File: src/rtl/pong_pkg.sv
// Shared constants and encodings for the ping-pong game blocks.
//   - Active video geometry (H_ACTIVE x V_ACTIVE).
//   - Game-state encodings driven by the score / game-state logic.
//   - Paddle geometry: left paddle face at P1_X + PADDLE_W, right paddle face at P2_X.
//   - Direction encodings for the ball engine.
package pong_pkg;

  localparam int H_ACTIVE = 640;
  localparam int V_ACTIVE = 480;

  localparam int P1_X     = 32;
  localparam int P2_X     = 600;
  localparam int PADDLE_W = 8;
  localparam int PADDLE_H = 64;

  typedef enum logic [1:0] {
    GS_IDLE  = 2'b00,
    GS_PLAY  = 2'b01,
    GS_P1WIN = 2'b10,
    GS_P2WIN = 2'b11
  } game_state_e;

  localparam logic DIR_LEFT  = 1'b0;
  localparam logic DIR_RIGHT = 1'b1;
  localparam logic DIR_UP    = 1'b0;
  localparam logic DIR_DOWN  = 1'b1;

endpackage

File: src/rtl/pong_ball_collide.sv
// ball_collide: combinational single-step resolver for the ball.
// Ports:
//   bx, by               current ball top-left corner
//   dir_x, dir_y         current directions (DIR_RIGHT / DIR_DOWN = 1)
//   paddle1_y, paddle2_y top rows of the left / right paddles
//   next_bx, next_by     position after one move step (next_bx is don't-care on a miss)
//   next_dir_x, next_dir_y directions after one move step
//   miss_l, miss_r       the step would carry the ball past the left / right paddle
// All comparisons use 11-bit zero-extended values so sums never wrap.
module ball_collide
  import pong_pkg::*;
#(
  parameter int BALL_SIZE = 8,
  parameter int STEP      = 2
) (
  input  logic [9:0] bx,
  input  logic [9:0] by,
  input  logic       dir_x,
  input  logic       dir_y,
  input  logic [9:0] paddle1_y,
  input  logic [9:0] paddle2_y,
  output logic [9:0] next_bx,
  output logic [9:0] next_by,
  output logic       next_dir_x,
  output logic       next_dir_y,
  output logic       miss_l,
  output logic       miss_r
);

  localparam logic [10:0] BS_W    = 11'(BALL_SIZE);
  localparam logic [10:0] STEP_W  = 11'(STEP);
  localparam logic [10:0] H_W     = 11'(H_ACTIVE);
  localparam logic [10:0] V_W     = 11'(V_ACTIVE);
  localparam logic [10:0] PH_W    = 11'(PADDLE_H);
  localparam logic [10:0] P1_FACE = 11'(P1_X + PADDLE_W);
  localparam logic [10:0] P2_FACE = 11'(P2_X);

  logic [10:0] bx_ext_s;
  logic [10:0] by_ext_s;
  logic [10:0] p1_ext_s;
  logic [10:0] p2_ext_s;
  logic        overlap1_s;
  logic        overlap2_s;

  assign bx_ext_s = {1'b0, bx};
  assign by_ext_s = {1'b0, by};
  assign p1_ext_s = {1'b0, paddle1_y};
  assign p2_ext_s = {1'b0, paddle2_y};

  // Vertical overlap uses the pre-step row, so the hit test sees where the ball is now.
  assign overlap1_s = (by_ext_s + BS_W > p1_ext_s) && (by_ext_s < p1_ext_s + PH_W);
  assign overlap2_s = (by_ext_s + BS_W > p2_ext_s) && (by_ext_s < p2_ext_s + PH_W);

  // Y axis: clamp onto the top/bottom wall and reverse, otherwise step.
  always_comb begin
    next_by    = by;
    next_dir_y = dir_y;
    if (dir_y == DIR_DOWN) begin
      if (by_ext_s + BS_W + STEP_W >= V_W) begin
        next_by    = 10'(V_W - BS_W);
        next_dir_y = DIR_UP;
      end else begin
        next_by    = 10'(by_ext_s + STEP_W);
        next_dir_y = DIR_DOWN;
      end
    end else begin
      if (by_ext_s <= STEP_W) begin
        next_by    = 10'd0;
        next_dir_y = DIR_DOWN;
      end else begin
        next_by    = 10'(by_ext_s - STEP_W);
        next_dir_y = DIR_UP;
      end
    end
  end

  // X axis: paddle hit beats miss; the hit window is one step wide in front of the face.
  always_comb begin
    next_bx    = bx;
    next_dir_x = dir_x;
    miss_l     = 1'b0;
    miss_r     = 1'b0;
    if (dir_x == DIR_LEFT) begin
      if ((bx_ext_s >= P1_FACE) && (bx_ext_s <= P1_FACE + STEP_W) && overlap1_s) begin
        next_bx    = 10'(P1_FACE);
        next_dir_x = DIR_RIGHT;
      end else if (bx_ext_s <= STEP_W) begin
        miss_l     = 1'b1;
        next_dir_x = DIR_LEFT;
      end else begin
        next_bx    = 10'(bx_ext_s - STEP_W);
        next_dir_x = DIR_LEFT;
      end
    end else begin
      if ((bx_ext_s + BS_W <= P2_FACE) && (bx_ext_s + BS_W + STEP_W >= P2_FACE) && overlap2_s) begin
        next_bx    = 10'(P2_FACE - BS_W);
        next_dir_x = DIR_LEFT;
      end else if (bx_ext_s + BS_W + STEP_W >= H_W) begin
        miss_r     = 1'b1;
        next_dir_x = DIR_RIGHT;
      end else begin
        next_bx    = 10'(bx_ext_s + STEP_W);
        next_dir_x = DIR_RIGHT;
      end
    end
  end

endmodule

File: src/rtl/pong_ball.sv
// pong_ball: ball engine feeding the pixel renderer.
// Ports:
//   clk         system / pixel clock
//   reset       asynchronous active-high reset
//   clk_1ms     one-clk enable pulse per millisecond
//   x, y        current scan column / row
//   game_state  00 idle, 01 play, 10 p1 wins, 11 p2 wins
//   paddle1_y   top row of left paddle; paddle2_y top row of right paddle
//   ball_on     current pixel lies inside the displayed ball
//   rgb_ball    constant ball colour
//   miss_left   one-clk pulse, ball passed the left paddle
//   miss_right  one-clk pulse, ball passed the right paddle
// The ball waits SERVE_DELAY ticks at centre, then steps every SPEED_DIV ticks.
// The displayed position only updates during vertical blank so a frame never tears.
module pong_ball
  import pong_pkg::*;
#(
  parameter int          BALL_SIZE   = 8,
  parameter int          STEP        = 2,
  parameter int          SPEED_DIV   = 4,
  parameter int          SERVE_DELAY = 500,
  parameter logic [11:0] BALL_RGB    = 12'hFFF
) (
  input  logic        clk,
  input  logic        reset,
  input  logic        clk_1ms,
  input  logic [9:0]  x,
  input  logic [9:0]  y,
  input  logic [1:0]  game_state,
  input  logic [9:0]  paddle1_y,
  input  logic [9:0]  paddle2_y,
  output logic        ball_on,
  output logic [11:0] rgb_ball,
  output logic        miss_left,
  output logic        miss_right
);

  localparam int TW = (SPEED_DIV > 1) ? $clog2(SPEED_DIV) : 1;
  localparam int SW = $clog2(SERVE_DELAY + 1);

  localparam logic [TW-1:0] TICK_LAST  = TW'(SPEED_DIV - 1);
  localparam logic [SW-1:0] SERVE_LAST = SW'(SERVE_DELAY - 1);
  localparam logic [9:0]    CENTRE_X   = 10'(H_ACTIVE / 2 - BALL_SIZE / 2);
  localparam logic [9:0]    CENTRE_Y   = 10'(V_ACTIVE / 2 - BALL_SIZE / 2);
  localparam logic [10:0]   BS_W       = 11'(BALL_SIZE);
  localparam logic [9:0]    V_LIMIT    = 10'(V_ACTIVE);

  localparam logic [0:0] ST_SERVE = 1'b0;
  localparam logic [0:0] ST_MOVE  = 1'b1;

  logic [0:0]    state_r;
  logic [9:0]    bx_r;
  logic [9:0]    by_r;
  logic          dir_x_r;
  logic          dir_y_r;
  logic [TW-1:0] tick_cnt_r;
  logic [SW-1:0] serve_cnt_r;
  logic [9:0]    disp_bx_r;
  logic [9:0]    disp_by_r;
  logic          miss_left_r;
  logic          miss_right_r;

  logic [9:0]    next_bx_s;
  logic [9:0]    next_by_s;
  logic          next_dir_x_s;
  logic          next_dir_y_s;
  logic          miss_l_s;
  logic          miss_r_s;

  ball_collide #(
    .BALL_SIZE (BALL_SIZE),
    .STEP      (STEP)
  ) u_collide (
    .bx         (bx_r),
    .by         (by_r),
    .dir_x      (dir_x_r),
    .dir_y      (dir_y_r),
    .paddle1_y  (paddle1_y),
    .paddle2_y  (paddle2_y),
    .next_bx    (next_bx_s),
    .next_by    (next_by_s),
    .next_dir_x (next_dir_x_s),
    .next_dir_y (next_dir_y_s),
    .miss_l     (miss_l_s),
    .miss_r     (miss_r_s)
  );

  // Serve/move FSM, tick counters, ball position and miss pulses.
  always_ff @(posedge clk or posedge reset) begin
    if (reset) begin
      state_r      <= ST_SERVE;
      bx_r         <= CENTRE_X;
      by_r         <= CENTRE_Y;
      dir_x_r      <= DIR_RIGHT;
      dir_y_r      <= DIR_DOWN;
      tick_cnt_r   <= '0;
      serve_cnt_r  <= '0;
      miss_left_r  <= 1'b0;
      miss_right_r <= 1'b0;
    end else begin
      miss_left_r  <= 1'b0;
      miss_right_r <= 1'b0;
      // Leaving play parks the ball but keeps its heading; this wins over any tick.
      if (game_state != GS_PLAY) begin
        state_r     <= ST_SERVE;
        bx_r        <= CENTRE_X;
        by_r        <= CENTRE_Y;
        tick_cnt_r  <= '0;
        serve_cnt_r <= '0;
      end else begin
        case (state_r)
          ST_SERVE: begin
            if (clk_1ms) begin
              if (serve_cnt_r == SERVE_LAST) begin
                state_r     <= ST_MOVE;
                serve_cnt_r <= '0;
                tick_cnt_r  <= '0;
              end else begin
                serve_cnt_r <= serve_cnt_r + SW'(1'b1);
              end
            end
          end
          ST_MOVE: begin
            if (clk_1ms) begin
              if (tick_cnt_r == TICK_LAST) begin
                tick_cnt_r <= '0;
                dir_x_r    <= next_dir_x_s;
                dir_y_r    <= next_dir_y_s;
                if (miss_l_s || miss_r_s) begin
                  bx_r         <= CENTRE_X;
                  by_r         <= CENTRE_Y;
                  state_r      <= ST_SERVE;
                  serve_cnt_r  <= '0;
                  miss_left_r  <= miss_l_s;
                  miss_right_r <= miss_r_s;
                end else begin
                  bx_r <= next_bx_s;
                  by_r <= next_by_s;
                end
              end else begin
                tick_cnt_r <= tick_cnt_r + TW'(1'b1);
              end
            end
          end
          default: begin
            state_r <= ST_SERVE;
          end
        endcase
      end
    end
  end

  // Display copy of the position, refreshed only while the scan is in vertical blank.
  always_ff @(posedge clk or posedge reset) begin
    if (reset) begin
      disp_bx_r <= CENTRE_X;
      disp_by_r <= CENTRE_Y;
    end else if (y >= V_LIMIT) begin
      disp_bx_r <= bx_r;
      disp_by_r <= by_r;
    end
  end

  assign ball_on = ({1'b0, x} >= {1'b0, disp_bx_r}) && ({1'b0, x} < {1'b0, disp_bx_r} + BS_W) &&
                   ({1'b0, y} >= {1'b0, disp_by_r}) && ({1'b0, y} < {1'b0, disp_by_r} + BS_W);

  assign rgb_ball   = BALL_RGB;
  assign miss_left  = miss_left_r;
  assign miss_right = miss_right_r;

endmodule

File: config.mk
export PLATFORM = sky130hd
export DESIGN_NAME = pong_ball
export DESIGN_NICKNAME = d
export VERILOG_FILES = /design/src/rtl/pong_pkg.sv /design/src/rtl/pong_ball_collide.sv /design/src/rtl/pong_ball.sv
export SDC_FILE = /design/constraint.sdc
export NUM_CORES = 1
export LEC_CHECK = 0
export ABC_AREA = 0
export CORE_ASPECT_RATIO = 0.75
export CORE_MARGIN = 2
export CORE_UTILIZATION = 40
export CTS_BUF_LIST = sky130_fd_sc_hd__clkbuf_8
export DETAILED_ROUTE_END_ITERATION = 10
export GPL_ROUTABILITY_DRIVEN = 0
export SYNTH_ARGS = -nofsm -noshare
export SYNTH_HDL_FRONTEND = slang
export SYNTH_SLANG_ARGS = --single-unit
File: constraint.sdc
create_clock -name clk -period 6.9 [get_ports clk]
set_input_delay 1.035 -clock clk [delete_from_list [all_inputs] [get_ports clk]]
set_output_delay 1.035 -clock clk [all_outputs]
set_load 0.01 [all_outputs]
# After elaboration in Yosys (flattened, before gate mapping)
# Cells that the tools add are included.
# W data, S select, Z words.
[classes]
add_sub_neg = 14
n_mul = 0
div_mod_pow = 0
magnitude_cmp = 17
eq_ne = 10
shift = 0
muxes = 60
bitwise_logic = 2
n_reduce_logical = 18
[ops]
columns = ["op", "count"]
rows = [
  ["$mux W10", 18],
  ["$mux W9", 6],
  ["$add A10 B4 Y11 const B", 4],
  ["$lt A10 B11 Y1", 4],
  ["$mux W1", 28],
  ["$add A10 B7 Y11 const B", 2],
  ["$add A11 B2 Y11 const B", 2],
  ["$ge A11 B10 Y1 const B", 2],
  ["$gt A11 B10 Y1", 2],
  ["$add A10 B2 Y10 const B", 2],
  ["$ge A10 B10 Y1", 2],
  ["$le A10 B2 Y1 const B", 2],
  ["$sub A10 B2 Y10 const B", 2],
  ["$pmux W9 S2", 1],
  ["$ge A11 B9 Y1 const B", 1],
  ["$le A11 B10 Y1 const B", 1],
  ["$ge A10 B6 Y1 const B", 1],
  ["$ge A10 B9 Y1 const B", 1],
  ["$le A10 B6 Y1 const B", 1],
  ["$mux W2", 5],
  ["$ne A5 B4 Y1 const B", 2],
  ["$add A9 B1 Y9 const B", 1],
  ["$eq A9 B9 Y1 const B", 1],
  ["$logic_and A1 B1 Y1", 9],
  ["14 further kinds", 21],
]
[word_totals]
regBits = 56
latch_bits = 0
ramBits = 0
rom_bits = 0
input_bits = 45
wordCells = 132
mem_count = 0

# Depth between registers and ports, before layout
[depth]
word_depth = 13
mapped_depth = 16
depth_no_buf = 14

# By module
# Synthesis repeated with hierarchy kept, for this count alone.
[hier_totals]
hier_cells = 659
area_unflattened_um2 = 5848.1
[modules_own_cells]
columns = ["mod", "instances", "cells_per_inst", "area_each_um2", "seq_area_each_um2"]
rows = [
  ["pong_ball", 1, 317, 3414.5, 1428.9],
  ["ball_collide", 1, 342, 2433.6, 0.0],
]

# Worst setup path before layout
# No wires, ideal clock.
[synth_timing]
kind = "input-to-reg"
startpoint = "input port paddle2_y[6]"
endpoint = "register bx_r[8]"
setup_ns = 0.080
arrival_time_ns = 3.680
t_required_ns = 6.820
setup_slack_ns = 3.139
path_stages = 11
path_buffers = 1
path_cell_list = "ha_1 -> xnor2_1 -> ha_1 -> a21o_1 -> a21oi_1 -> o21ai_0 -> or4_1 -> clkbuf_1 -> a211o_1 -> or4_1 -> o221a_2"
[synth_via]
elab_chain_len = 12
word_cells_on_any_way = 18
[synth_lines]
columns = ["item", "line_no", "text"]
rows = [
  ["from (decl)", "pong_ball.sv:31", "input logic [9:0] paddle2_y,"],
  ["$add A10 B7 Y11", "pong_ball_collide.sv:52", "assign overlap2_s = (by_ext_s + BS_W > p2_ext_s) && (by_ext_s < p2_ext_s + PH_W);"],
  ["$lt A10 B11 Y1", "pong_ball_collide.sv:52", ""],
  ["$logic_and A1 B1 Y1 *", "pong_ball_collide.sv:52", ""],
  ["$logic_and A1 B1 Y1 *", "pong_ball_collide.sv:95", "if ((bx_ext_s + BS_W <= P2_FACE) && (bx_ext_s + BS_W + STEP_W >= P2_FACE) && overlap2_s) begin"],
  ["$mux W1", "pong_ball_collide.sv:95", ""],
  ["$mux W1", "pong_ball_collide.sv:83", "if (dir_x == DIR_LEFT) begin"],
  ["$logic_or A1 B1 Y1", "pong_ball.sv:129", "if (miss_l_s || miss_r_s) begin"],
  ["$mux W10", "pong_ball.sv:129", ""],
  ["$mux W10", "pong_ball.sv:125", "if (tick_cnt_r == TICK_LAST) begin"],
  ["$mux W10", "pong_ball.sv:124", "if (clk_1ms) begin"],
  ["$mux W10", "pong_ball.sv:111", "case (state_r)"],
  ["$mux W10", "pong_ball.sv:104", "if (game_state != GS_PLAY) begin"],
  ["to (signal assigned)", "pong_ball.sv:137", "bx_r <= next_bx_s;"],
  ["to (decl)", "pong_ball.sv:52", "logic [9:0] bx_r;"],
]
# Every way passes the cells marked *; elsewhere a longest branch is shown, timed or not. The select of a mux whose other input is x is not followed.
# A chain may end at the register's enable or synchronous reset.

# Worst setup path after layout
[layout_timing]
startpoint = "input port y[1]"
endpoint = "output port ball_on"
[layout_via]
elab_chain_len = 3
word_cells_on_any_way = 4
[layout_lines]
columns = ["item", "line_no", "text"]
rows = [
  ["from (decl)", "pong_ball.sv:28", "input logic [9:0] y,"],
  ["$ge A10 B10 Y1", "pong_ball.sv:165", "({1'b0, y} >= {1'b0, disp_by_r}) && ({1'b0, y} < {1'b0, disp_by_r} + BS_W);"],
  ["$logic_and A1 B1 Y1", "pong_ball.sv:164", "assign ball_on = ({1'b0, x} >= {1'b0, disp_bx_r}) && ({1'b0, x} < {1'b0, disp_bx_r} + BS_W) &&"],
  ["$logic_and A1 B1 Y1 *", "pong_ball.sv:165", ""],
  ["to (decl)", "pong_ball.sv:32", "output logic ball_on,"],
]
# Every way passes the cells marked *; elsewhere a longest branch is shown, timed or not.

==> impl_metrics.tcl <==
set metrics [dict create \
    status "complete, no violations" \
    die_w_um 143 \
    whs_ns 0.483 \
    dp_cells 924 \
    cts_resized 0 \
    syn_area_per_cell_um2 8.11 \
    num_io_pins 60 \
    ys_ff_latch 52 \
    core_area_um2 14300 \
    wl_met1_um 7380 \
    fin_crit_ns 4.68 \
    root_buffer "clkbuf_8" \
    routed_wl_um 14000 \
    postSynth.asyncResetShare_pct 100 \
    drtIter0Drc 323 \
    cp_num_buf_inv 2 \
    synthDistinctLibCells 74 \
    max-cap-violations 0 \
    power_leakage_uw 0.00281 \
    synth_edf_count 0 \
    antenna_found_initial 0 \
    io_buffers 45 \
    min_path_type "flip-flop to flip-flop" \
    synth_warnings 0 \
    post-route-period-util_pct 67.8 \
    syn_inst 713 \
    tns_ns 0 \
    num_rows 38 \
    drtPass1Iterations 5 \
    finClkSkew_ns 0.0104 \
    grt-ovfl-total 0 \
    multi_input_area_um2 4010 \
    clock-sinks 52 \
    cp_slowest_cell "clkdlybuf4s50_1" \
    die_h_um 108 \
    start_kind "input pin" \
    ys_seq_area_share_pct 23.0 \
    crit_required_ns 5.86 \
    critPathTopFamily "buffers and inverters" \
    final_cell_mix "ha_1 (85), inv_1 (64), nand2_1 (60)" \
    rsz0062_at_grt "no" \
    max_freq_mhz 214 \
    seq_area_um2 1330 \
    finalSetupViolCount 0 \
    clock_latency_ns 0.31 \
    clk_path_buf_depth 2 \
    wl_met2_um 5830 \
    dr_wl_met3_um 689 \
    fillers 1424 \
    grt_max_degree 53 \
    route.detailed.drc 0 \
    htree_num_levels 2 \
    synthFlopType "dfrtp_1" \
    hold_viol 0 \
    drive_gt1_share_pct 7.79 \
    vias_per_cell 5.58 \
    cts_tree "done" \
    wire_per_inst_um 15.0 \
    synth_top_area_share_pct 18.4 \
    antenna_left 0 \
    power_uw 660 \
    syn_area_um2 5780 \
    routed.top_layer "met4" \
    hpwl_um 10800 \
    cellPowerDensity_nw_per_um2 103 \
    critical_path_class "input pin to output port" \
    layout_commonest_cell "ha_1" \
    grt_pass1_vias 4602 \
    crit_arrival_ns 3.64 \
    cts.clk_slew.worst_paths_ns 0.09 \
    cp_max_fo 2 \
    start_util_pct 40.4 \
    num_vias 5196 \
    max_stage_delay_ns 0.58 \
    grt_pass1_wl_um 23000 \
    final_nets 861 \
    crit_chain "clkdlybuf4s50_1 -> ha_1 -> o21ai_0 -> a21oi_1 -> o21a_1 -> o21ai_0 -> a21oi_1 -> nor4_1 -> nor3_1 -> nor4_1 -> clkdlybuf4s50_1" \
    cts_post_setup_buffers_inserted 0 \
    grt.total_usage_pct 18.2 \
    postCtsHoldBufs 0 \
    cts_buffers 5 \
    area_growth_pct 10.9 \
    slew_violations 0 \
    irDropWorstVdd_mv 0.0782 \
    finalNonFillerCells 932 \
    max-slew-margin-rel_pct 24.7 \
    die_area_um2 15400 \
    worst_pin_slew_ns 1.13 \
    synth_area_leader_cell "ha_1" \
    yosys-top-cells-area "ha_1 (18%), dfrtp_1 (13%), dfstp_2 (10%)" \
    cp-end-kind "output port" \
    antenna_cells 0 \
]
==> kinds of logic (layout without fill, tap and decap cells) <==
| family | Yosys count | in the layout | synth area share, % |
|---|---|---|---|
| simple gates | 228 | 228 | 20.1 |
| compound gates | 192 | 192 | 22.8 |
| buf+inv | 111 | 119 | 8.50 |
| fa+ha+maj | 85 | 85 | 18.4 |
| flops | 52 | 52 | 23.0 |
| xor+xnor | 36 | 36 | 5.58 |
| mux | 8 | 8 | 1.56 |
| other cells | 1 | 12 | 0.0648 |
==> state kept, by name (all words and copies together), names as in the netlist <==
| name | count |
|---|---|
| miss_left | 1 |
| serve_cnt_r | 9 |
| miss_right | 1 |
| dir_y_r | 1 |
| dir_x_r | 1 |
| by_r | 9 |
| bx_r | 9 |
| disp_bx_r | 9 |
| tick_cnt_r | 2 |
| disp_by_r | 9 |
| state_r | 1 |
==> power by group <==
| part | switching, µW | leakage [µW] | internal [µW] | total, µW |
|---|---|---|---|---|
| clock network | 103 | 0.0000614 | 119 | 222 |
| logic | 64.4 | 0.00210 | 59.8 | 124 |
| registers | 3.35 | 0.000650 | 310 | 314 |
==> stage by stage <==
| stage | utilization, % | area [µm²] | worst slack (ns) |
|---|---|---|---|
| floorplan | - | 5820 | 3.14 |
| global placement | 44.0 | 6290 | 2.31 |
| detailed placement | 44.0 | 6290 | 2.26 |
| CTS | 44.8 | 6410 | 2.24 |
| global route | 44.8 | 6410 | 1.92 |
| finish | 44.8 | 6410 | 2.22 |
==> cells in the mapped netlist (6+ instances only) <==
cell type,instances
ha_1,85
inv_1,65
nand2_1,60
a21oi_1,42
o21ai_0,40
nor2_1,39
dfrtp_1,30
xnor2_1,29
nand3_1,27
clkbuf_1,23
dfstp_2,22
nor3_1,21
buf_4,16
a21o_1,14
nand4_1,12
or3_1,9
a31oi_1,8
mux2_2,8
nand2b_1,8
or4_1,8
nor2b_1,7
nor4_1,7
o21a_1,7
o22ai_1,7
and3_1,6
buf_2,6
xor2_1,6
==> layer usage <==
metal | vias up | GRT usage (%)
li1 | 2599 | -
met1 | 2447 | 28.1
met2 | 145 | 28.4
met3 | 5 | 1.37
met4 | 0 | 2.55
met5 | - | 0
==> area by class of cell <==
class / count / area share (%)
multi-input combinational: 561 / 62.5
sequential: 52 / 20.7
timing repair buffer: 46 / 7.14
tap: 200 / 3.90
inverter: 65 / 3.80
clock buffer: 6 / 1.29
clock inverter: 2 / 0.605
==> tightest hold or removal path: cells and delay by family, from the launching register on <==
family           cells  cell delay [ns]
AO/OA/AOI/OAI        1             0.06
AND/OR/NAND/NOR      1             0.04
flip-flops           1             0.38
==> worst paths after layout <==
check,cells past startpoint,slack (ns),to,startpoint
worst max-delay path,11,2.22,ball_on,y[1]
worst min-delay path,2,0.48,disp_by_r[2],disp_by_r[2]
worst max register to register,14,2.64,bx_r[2],by_r[3]
worst min register to register,2,0.48,disp_by_r[2],disp_by_r[2]
max in group asynchronous,2,4.97,disp_by_r[1],reset
min in group asynchronous,2,1.28,serve_cnt_r[5],reset
Note: power is estimated with default switching activity, not from simulation.
